--- config.mk ---
export PLATFORM = sky130hd
export DESIGN_NAME = d_rr_arbiter
export DESIGN_NICKNAME = d
export VERILOG_FILES = /design/src/rtl/d_arb_pkg.sv /design/src/rtl/d_arb_burst_cnt.sv /design/src/rtl/d_rr_arbiter.sv
export SDC_FILE = /design/constraint.sdc
export NUM_CORES = 1
export LEC_CHECK = 0
export BUFFER_PORTS_ARGS = -buffer_cell sky130_fd_sc_hd__buf_2
export CAP_MARGIN = 20
export CORE_MARGIN = 8
export CORE_UTILIZATION = 40
export DETAILED_ROUTE_END_ITERATION = 16
export MAX_ROUTING_LAYER = met4
export PLACE_DENSITY = 0.79
export RECOVER_POWER = 50
export SLEW_MARGIN = 10
export SYNTH_ARGS = -nofsm -noshare
export SYNTH_HDL_FRONTEND = slang
export SYNTH_HIERARCHICAL = 1
export SYNTH_SLANG_ARGS = --single-unit
--- constraint.sdc ---
create_clock -name clk -period 2.5 [get_ports clk]
set_input_delay 0.125 -clock clk [delete_from_list [all_inputs] [get_ports clk]]
set_output_delay 0.125 -clock clk [all_outputs]
set_load 0.01 [all_outputs]
--- src/rtl/d_arb_pkg.sv ---
// Shared types for the two-requester round-robin arbiter: FSM encodings,
// source identifiers and the burst-counter width helper.
package d_arb_pkg;

    typedef enum logic [1:0] {
        IDLE    = 2'd0,
        OWN_ONE = 2'd1,
        OWN_TWO = 2'd2
    } arb_state_t;

    localparam logic ONE = 1'b1;
    localparam logic TWO = 1'b0;

    // A one-cycle burst still needs a 1-bit counter.
    function automatic int cnt_width(input int max_burst);
        return (max_burst > 1) ? $clog2(max_burst) : 1;
    endfunction

endpackage

--- src/rtl/d_arb_burst_cnt.sv ---
// Burst-length counter: counts owned cycles and flags the last cycle
// of a burst at MAX_BURST-1.
module d_arb_burst_cnt
    import d_arb_pkg::*;
#(
    parameter int MAX_BURST = 4
) (
    input  logic clk,
    input  logic rst,
    input  logic clear,
    input  logic enable,
    output logic terminal
);

    localparam int            CW   = cnt_width(MAX_BURST);
    localparam logic [CW-1:0] TERM = CW'(MAX_BURST - 1);

    logic [CW-1:0] cnt;

    always_ff @(posedge clk) begin
        // NOTE: sequential state uses non-blocking assignments so every flop
        // samples pre-edge values regardless of process ordering.
        if (rst) begin
            cnt <= '0;
        end else if (clear) begin
            cnt <= '0;
        end else if (enable) begin
            cnt <= cnt + 1'b1;
        end
    end

    // Gated so an idle arbiter with MAX_BURST == 1 never looks terminal.
    assign terminal = enable & (cnt == TERM);

endmodule

--- src/rtl/d_rr_arbiter.sv ---
// Two-requester round-robin arbiter with burst limit, owning the select of a
// 2:1 mux and forwarding the granted source's data through one register stage.
module d_rr_arbiter
    import d_arb_pkg::*;
#(
    parameter int DATA_W    = 8,
    parameter int MAX_BURST = 4
) (
    input  logic              clk,
    input  logic              rst,
    input  logic              din_req_one,
    input  logic              din_req_two,
    input  logic [DATA_W-1:0] din_one,
    input  logic [DATA_W-1:0] din_two,
    output logic              grant_one,
    output logic              grant_two,
    output logic              dout_sel,
    output logic [DATA_W-1:0] dout,
    output logic              dout_vld
);

    arb_state_t state, state_nxt;
    logic       last, last_nxt;
    logic       cnt_en, cnt_clear, burst_end;
    logic       mine_req, other_req;
    arb_state_t other_state;
    logic       xfer;

    d_arb_burst_cnt #(
        .MAX_BURST(MAX_BURST)
    ) u_burst_cnt (
        .clk     (clk),
        .rst     (rst),
        .clear   (cnt_clear),
        .enable  (cnt_en),
        .terminal(burst_end)
    );

    assign grant_one = (state == OWN_ONE);
    assign grant_two = (state == OWN_TWO);
    assign xfer      = (grant_one & din_req_one) | (grant_two & din_req_two);

    always_comb begin
        // NOTE: every always_comb output gets a default first so no path
        // can leave it unassigned and infer a latch.
        state_nxt   = IDLE;
        last_nxt    = last;
        cnt_en      = 1'b0;
        cnt_clear   = 1'b0;
        mine_req    = (state == OWN_ONE) ? din_req_one : din_req_two;
        other_req   = (state == OWN_ONE) ? din_req_two : din_req_one;
        other_state = (state == OWN_ONE) ? OWN_TWO : OWN_ONE;

        case (state)
            OWN_ONE, OWN_TWO: begin
                cnt_en = 1'b1;
                if (!mine_req || (burst_end && other_req)) begin
                    cnt_clear = 1'b1;
                    last_nxt  = (state == OWN_ONE) ? ONE : TWO;
                    state_nxt = other_req ? other_state : IDLE;
                end else begin
                    // Burst limit with nobody waiting restarts the burst.
                    cnt_clear = burst_end;
                    state_nxt = state;
                end
            end
            default: begin
                // IDLE and the unused encoding both arbitrate from idle.
                if (din_req_one && din_req_two) begin
                    state_nxt = (last == TWO) ? OWN_ONE : OWN_TWO;
                end else if (din_req_one) begin
                    state_nxt = OWN_ONE;
                end else if (din_req_two) begin
                    state_nxt = OWN_TWO;
                end
            end
        endcase
    end

    always_ff @(posedge clk) begin
        if (rst) begin
            state    <= IDLE;
            last     <= TWO;
            dout_sel <= 1'b0;
        end else begin
            state <= state_nxt;
            last  <= last_nxt;
            if (state_nxt == OWN_ONE) begin
                dout_sel <= 1'b1;
            end else if (state_nxt == OWN_TWO) begin
                dout_sel <= 1'b0;
            end
        end
    end

    always_ff @(posedge clk) begin
        if (rst) begin
            dout     <= '0;
            dout_vld <= 1'b0;
        end else if (xfer) begin
            dout     <= dout_sel ? din_one : din_two;
            dout_vld <= 1'b1;
        end else begin
            dout_vld <= 1'b0;
        end
    end

endmodule
# After elaboration in Yosys (flattened, before gate mapping)
# Index checks and enable logic that the tools add are counted.
[word_totals] regBits=15 wordCells=42
[classes] muxes=18 addsub=1 n_bitwise=4 eq_ne=5 reduce_logical=8
[ops] cell="two-way mux 2 bit" count=8
[ops] cell="two-way mux 1 bit" count=9
[ops] cell="two-way mux 8 bit" count=1
[ops] cell="== test 2 bit, second input constant" count=3
[ops] cell="== test 2 x 1 -> 1 bit, second input constant" count=2
[ops] cell="OR reduction 2 bit" count=2
[ops] cell="AND 1 bit" count=3
[ops] cell="adder 2 x 1 -> 2 bit, second input constant" count=1
[ops] cell="logical AND 1 bit" count=2
[ops] cell="AND reduction 2 bit" count=1
[ops] cell="nonzero test 2 bit" count=1
[ops] cell="logical NOT 1 bit" count=1
[ops] cell="logical OR 1 bit" count=1
[ops] cell="bitwise OR 1 bit" count=1

# Logic depth before layout (Yosys ltp)
# Gate-level depths: netlist of run 1.
[depth] depth_word=11 depth_mapped=11 mapped_depth_nobuf=11

# Cells and area by module
# The synthesis of run 1 kept the hierarchy.
[by_module_without_submodules] mod="d_rr_arbiter" cells_per_inst=83 area_each_um2=797.0 instances=1
[by_module_without_submodules] mod="d_arb_burst_cnt" cells_per_inst=8 area_each_um2=98.8 instances=1

# Worst setup path before layout of run 1
# Ideal clock, no wire load.
[synth_path] path_type="register -> register" from="register state[0]" to="register dout_sel" synth_period_minus_slack_ns=2.327 n_path_buf=0 setup_time_ns=0.137 arrival_time_ns=2.190 slack_ns=0.173 path_stages_with_launch=12 cell_sequence="dfxtp_1 > inv_1 > ha_1 > inv_1 > and2_2 > and2b_1 > o31ai_1 > a311oi_1 > nor2_1 > ha_1 > mux2i_1 > nor2_1"
[synth_between] elab_chain_len=10
[synth_lines] item="start, declared" line="d_rr_arbiter.sv:22" source="arb_state_t state, state_nxt;"
[synth_lines] item="start signal, assigned" line="d_rr_arbiter.sv:86" source="state <= state_nxt;"
[synth_lines] item="== test 2 x 1 -> 1 bit or == test 2 bit (tied branches)" line="d_rr_arbiter.sv:54" source="case (state)"
[synth_lines] item="OR reduction 2 bit *" line="d_rr_arbiter.sv:54"
[synth_lines] item="two-way mux 1 bit *" line="d_rr_arbiter.sv:54"
[synth_lines] item="named net cnt_en" line="d_rr_arbiter.sv:24" source="logic cnt_en, cnt_clear, burst_end;"
[synth_lines] item="AND 1 bit *" line="d_arb_burst_cnt.sv:33" source="assign terminal = enable & (cnt == TERM);"
[synth_lines] item="named net burst_end" line="d_rr_arbiter.sv:24"
[synth_lines] item="logical AND 1 bit *" line="d_rr_arbiter.sv:57" source="if (!mine_req || (burst_end && other_req)) begin"
[synth_lines] item="logical OR 1 bit *" line="d_rr_arbiter.sv:57"
[synth_lines] item="two-way mux 2 bit *" line="d_rr_arbiter.sv:57"
[synth_lines] item="two-way mux 2 bit *" line="d_rr_arbiter.sv:54"
[synth_lines] item="named net state_nxt[0]" line="d_rr_arbiter.sv:22"
[synth_lines] item="== test 2 x 1 -> 1 bit or == test 2 bit (tied branches)" line="d_rr_arbiter.sv:88, d_rr_arbiter.sv:90"
[synth_lines] item="two-way mux 1 bit or nonzero test 2 bit (tied branches)"
[synth_lines] item="end signal, assigned" line="d_rr_arbiter.sv:84" source="dout_sel <= 1'b0;"
[synth_lines] item="end signal, assigned" line="d_rr_arbiter.sv:89" source="dout_sel <= 1'b1;"
[synth_lines] item="end signal, assigned" line="d_rr_arbiter.sv:91" source="dout_sel <= 1'b0;"
[synth_lines] item="end, declared" line="d_rr_arbiter.sv:17" source="output logic dout_sel,"
# Mark *: on every way through the listed nets, which the timed path passes. The rest lies on a longest branch.
# A chain may end at the register's enable or synchronous reset.

# Worst setup path in the final report of run 1
# Same ends and word-level chain as after synthesis.

==> metrics, run 1 <==
setup violators final=0; Synth Area in Adders=0.06983; worst r2r dst=dout_sel; Hold Path Class=in2reg; Sequential Power Share=0.331; Hold Startpoint=din_two[5]; minimum setup slack among reg-to-reg paths=between 0.1 and 0.15 ns; R2R Path Start=state[0]; Detail Placement HPWL=1.580 mm; post-synthesis compound-gate area fraction=0.2207; Via density=5.200; synthesized flop and latch total=15; fin util=0.4908; GPL Wtd Cong=about 0.98; total CTS buffers=3; clk_lat worst skew=0.27 ns; clk_skew=0.001388 ns; Critical Path RT=between 2 and 3 ns; Nets=roughly 150; count leader, synth=dfxtp_1; clock sinks=15; RSZ-0062 raised after global routing=false; Post-Syn Nets=116; count of different cell masters after synthesis=32; Net Switching=0.0004750 W; drt drc=0; Hold Crit Endpoint=dout[5]; Post-Route WL=2.019 mm; IO Count=32; P&R area growth vs syn=18.85%; switch share=0.4149; r2r worst-path depth=11; worst vdd ir=0.5083 mV; Final Hold Fails=0; antenna violations before repair=0; root buffer cell=clkbuf_4; row count=17; Worst-Margin Slew=0.6753 ns; initial DRC count=24; port buffer count=31; Final period util=0.9490; critical path capture point type=flop; PnR worst setup slack=0.1276 ns; Synth Area in XOR/XNOR=0.009777; first drt pass iteration count=4; post-synthesis sequential area ratio=0.3352; clock share of power=0.118; Gate Count Post-Synth=91; die width=63.33 um; grt ovf=0; GRT Total Usage=0.1022; vias post-DR=between 700 and 800; Comb power frac=0.551; Post-CTS Hold Fix Bufs=0; largest family of logic cells by synthesized area=compound AO/OA/AOI/OAI gates; fmax=421.5 MHz; setup total negative slack=0 ns; syn avg cell area=around 10 um2; CTS clk-pin slew, worst paths=0.09 ns; Synth Area in Simple Gates=0.1522; share of layout cells above drive strength 1=0.3197; Primary FF master, synth=dfxtp_1; CTS tree=done; Setup WS pre-CTS=0.09020 ns; Post-synth top cells=dfxtp_1, nor2_1, mux2i_1, a211oi_2, ha_1; Slew Limit Headroom=0.5498; Pleak=0.4345 nW; Die Area=4010 um2; max-slew violations=0; critical path startpoint category=flop; worst hold path stage count=3; Tmin final=roughly 2.4 ns; Pwr Total=0.001145 W; largest net degree at the start of global routing=18; arrival time at the worst endpoint=roughly 2.5 ns; vias in the first global route=755; core area=2170 um2; Worst Path Max Fanout=7; kind of critical path=reg2reg; Longest Clk Path Bufs=2; Synth area leader=dfxtp_1; Int Pwr=0.0006699 W; max-cap violations=0; status=completed; Routed Antenna Nets=0; htree depth=1; Synth area leaders=dfxtp_1, mux2i_1, a211oi_2; asr flop ratio synth=0; DR WL/cell=between 10 and 15 um; Synth top area share=0.3352; Antenna Cells=0; Starting Density=0.4129; Post-synth EDFFs=0; first-pass GRT wire length=3.381 mm; post-synthesis mux area share=0.1397; pwr/cell area=1075 nW/um2; die height=63.33 um; YS warnings=6; Post-Syn Area=895.9 um2
==> power groups by stage <==
| stage | Sequential (W) | Clock, W | Combinational, W |
|---|---|---|---|
| after floorplan | 0.000386 | 0 | 0.000472 |
| after CTS | 0.000376 | 0.000142 | 0.000630 |
| after global placement | 0.000376 | 0 | 0.000607 |
| final | 0.000379 | 0.000136 | 0.000630 |
| after global routing | 0.000390 | 0.000158 | 0.000691 |
| after detailed placement | 0.000381 | 0 | 0.000629 |
==> placed cells by master (no fill, tap or decap), types with 2 or more instances in the layout <==
cell	netlist	final
nand3_1	2	2
a211oi_2	8	8
and2b_1	3	3
clkbuf_4	0	3
mux2i_1	11	11
buf_2	1	20
clkbuf_1	0	12
nor2_1	13	13
dfxtp_1	15	14
ha_1	5	5
a21oi_1	3	3
nor3_2	2	2
nor3_1	2	2
inv_1	4	4
buf_4	1	2
==> worst max-delay path by stage <==
| stage | from | depth (start not counted) | endpoint |
|---|---|---|---|
| 2_1_floorplan | state[0] | 11 | dout_sel |
| 3_3_place_gp | state[0] | 11 | dout_sel |
| 3_5_place_dp | state[0] | 11 | dout_sel |
| 4_1_cts | state[0] | 11 | dout_sel |
| 5_1_grt | state[0] | 11 | dout_sel |
| 6_report | state[0] | 11 | dout_sel |
==> metal layers <==
metal	vias to the layer above	GRT usage	share of wire	wire length, um
met3	0	0.05477	0.11	217
met5	-	-	0	0
met1	359	0.1075	0.44	897
li1	391	-	-	-
met2	30	0.1572	0.45	905
met4	0	0.04178	0	0
==> per-stage QoR <==
step	area, um2	hold WS [ns]	instances
6_report	1065	0.2096	150
2_1_floorplan	895.9	0.1959	91
5_1_grt	1065	0.2114	150
4_1_cts	1070	0.2009	149
3_5_place_dp	1044	0.5099	145
3_3_place_gp	1044	0.4979	145
==> critical path: stages, from the launching register on <==
cell and delay, ns:
dfxtp_2 0.37, inv_1 0.05, ha_1 0.35, inv_1 0.07, and2_2 0.21, and2b_1 0.20
o31ai_1 0.06, a311oi_1 0.27, nor2_1 0.10, ha_1 0.31, mux2i_1 0.21, nor2_1 0.06
==> kinds of logic after synthesis <==
group / Yosys count
AO/OA/AOI/OAI: 22
adder cells (fa/ha/maj): 5
XOR/XNOR: 1
buffers and inverters: 10
AND/OR/NAND/NOR: 26
multiplexers: 12
flip-flops: 15
==> timing repair <==
| item | 4_1_cts | 5_1_grt |
|---|---|---|
| endpoints found under the setup margin | 0 | 1 |
| endpoints found under the hold margin | 0 | 0 |
| buffers inserted | 0 | 1 |
| gates resized for setup | 0 | 1 |
==> area by class of cell <==
type,instances,area [um2]
inverters,4,15.01
flip-flops and latches,15,301.5
repair buffers,33,156.4
multi-input cells,66,530.5
clock buffers,4,26.28
well taps,28,35.03
fillers,225,1105
==> state kept, by name, indices dropped and copies added (netlist names) <==
signal,count
dout,8
dout_sel,1
dout_vld,1
last,1
state,2
u_burst_cnt/cnt,2
(Power assumes the default switching activity.)
==> inputs of run 2 (changes only) <==
CORE_MARGIN = 1.5   (was 8)
MAX_ROUTING_LAYER = not set   (was met4)
==> metrics, run 2 (synthesized netlist as in run 1, its figures left out) <==
DR WL/cell=12.01 um (was 13.46 um); RSZ-0062 raised after global routing=false (unchanged); # fillers=206 (was 225); hold slack=0.2143 ns (was 0.2096 ns); Pleak=0.4295 nW (was 0.4345 nW); Hold Startpoint=din_two[0] (was din_two[5]); Final Hold Fails=0 (unchanged); biggest regs=dout x8, state x2, u_burst_cnt/cnt x2 (unchanged); fmax=433.4 MHz (was 421.5 MHz); Post-CTS Resized=0 (unchanged); switch share=0.4089 (was 0.4149); Antenna Cells=0 (unchanged); setup violators final=0 (unchanged); antenna violations before repair=0 (unchanged); Net Switching=0.0004655 W (was 0.0004750 W); worst hold path stage count=3 (unchanged); grt ovf=0 (unchanged); Critical path origin=state[0] (unchanged); Starting Density=0.4387 (was 0.4129); die width=50.33 um (was 63.33 um); top sig layer=met3 (unchanged); port buffer count=31 (unchanged); Post-CTS Hold Fix Bufs=0 (unchanged); Comb power frac=0.552 (was 0.551); max-cap violations=0 (unchanged); max reg flops=8 (unchanged); first-pass GRT wire length=2.953 mm (was 3.381 mm); clk_lat worst skew=0.27 ns (about the same); P&R area growth vs syn=19.27% (was 18.85%); Detail Placement HPWL=1.361 mm (was 1.580 mm); setup total negative slack=0 ns (unchanged); CTS clk-pin slew, worst paths=0.08 ns (was 0.09 ns); row count=16 (was 17); Routed Antenna Nets=0 (unchanged); Final period util=0.9230 (was 0.9490); Sequential Power Share=0.334 (was 0.331); Hold Path Class=in2reg (unchanged); drt drc=0 (unchanged); Worst-Margin Slew=0.7048 ns (was 0.6753 ns); first drt pass iteration count=4 (unchanged); total CTS buffers=3 (unchanged); vias in the first global route=692 (was 755); GPL Wtd Cong=0.8393 (was 0.9810); Metal-1 WL=774 um (was 897 um); CTS tree=done (unchanged); worst vdd ir=0.5239 mV (was 0.5083 mV); arrival time at the worst endpoint=2.46 ns (was 2.53 ns); r2r worst-path depth=11 (unchanged); vias post-DR=757 (was 780); Via density=5.115 (was 5.200); Worst Path Max Fanout=7 (unchanged); commonest non-fill, non-tap cell in the layout=buf_2 (unchanged); Post-Route WL=1.778 mm (was 2.019 mm); core area=2042 um2 (was 2170 um2); htree depth=1 (unchanged); met2 WL=894 um (was 905 um); kind of critical path=reg2reg (unchanged); Setup WS pre-CTS=0.06908 ns (was 0.09020 ns); critical path startpoint category=flop (unchanged); GRT Total Usage=0.1460 (was 0.1022); clock share of power=0.114 (was 0.118); Tmin final=2.307 ns (was 2.372 ns); Most flops, register=dout (unchanged); share of layout cells above drive strength 1=0.3223 (was 0.3197); max-slew violations=0 (unchanged); Nets=147 (was 148); Critical Path RT=2.66 ns (about the same); R2R Path Start=state[0] (unchanged); root buffer cell=clkbuf_4 (unchanged); critical path capture point type=flop (unchanged); Longest Clk Path Bufs=2 (unchanged); initial DRC count=11 (was 24); metal3 WL=109 um (was 217 um); Int Pwr=0.0006727 W (was 0.0006699 W); status=completed (unchanged); clk_skew=0.001301 ns (was 0.001388 ns); die height=50.33 um (was 63.33 um); largest net degree at the start of global routing=18 (unchanged); IO Count=32 (unchanged); pwr/cell area=1065 nW/um2 (was 1075 nW/um2); commonest cells after routing, fill and taps aside=buf_2, dfxtp_1, nor2_1, clkbuf_1, mux2i_1 (unchanged); Post-CTS Setup Bufs=0 (unchanged); clock sinks=15 (unchanged); Slew Limit Headroom=0.5301 (was 0.5498); PnR worst setup slack=0.1925 ns (was 0.1276 ns); Die Area=2533 um2 (was 4010 um2)
-- run 2: cell types whose count changed in the layout (fill, tap and decap cells not counted) --
cell | previous run | this run
ha_1 | 5 | 4
buf_4 | 2 | 1
ha_4 | 0 | 1
-- run 2: worst paths after layout --
check | endpoint | slack [ns]
min reg2reg | dout[2] | 0.53
min | dout[0] | 0.21
max | dout_sel | 0.19
max reg2reg | dout_sel | 0.19
-- run 2: per-layer routing --
layer	GRT usage	vias to the layer above
met5	0	-
met4	0.01351	0
met3	0.04464	0
met2	0.2544	25
met1	0.1833	344
li1	-	388
-- run 2: metrics by stage --
step	instances	util	cell area (um2)	total power [W]
after floorplan	91	-	895.9	0.0008581
after global placement	144	0.5104	1042	0.0009748
after detailed placement	144	0.5104	1042	0.001003
after CTS	148	0.5233	1069	0.001138
after global routing	148	0.5233	1069	0.001237
final	148	0.5233	1069	0.001138
-- run 2: power groups by stage --
stage	Combinational (W)	Sequential (W)	Clock [W]
2_1_floorplan	0.000472	0.000386	0
6_report	0.000628	0.000380	0.000130
3_3_place_gp	0.000599	0.000376	0
5_1_grt	0.000693	0.000393	0.000151
3_5_place_dp	0.000622	0.000380	0
4_1_cts	0.000624	0.000375	0.000139
-- run 2: final cells by class --
class | instances | area [um2] | share of cell area
clock buffer | 4 | 26.28 | 0.02459
inverter | 4 | 15.01 | 0.01405
multi-input combinational | 66 | 543.0 | 0.5082
sequential | 15 | 301.5 | 0.2822
tap | 27 | 33.78 | 0.03162
timing repair buffer | 32 | 148.9 | 0.1393
-- run 2: worst max-delay path, cell delays in order (launching register included) --
cell and delay (ns):
dfxtp_2 0.37, inv_1 0.08, ha_4 0.29, inv_1 0.05, and2_2 0.20, and2b_1 0.20, o31ai_1 0.06, a311oi_1 0.29
nor2_1 0.10, ha_1 0.31, mux2i_1 0.18, nor2_1 0.05
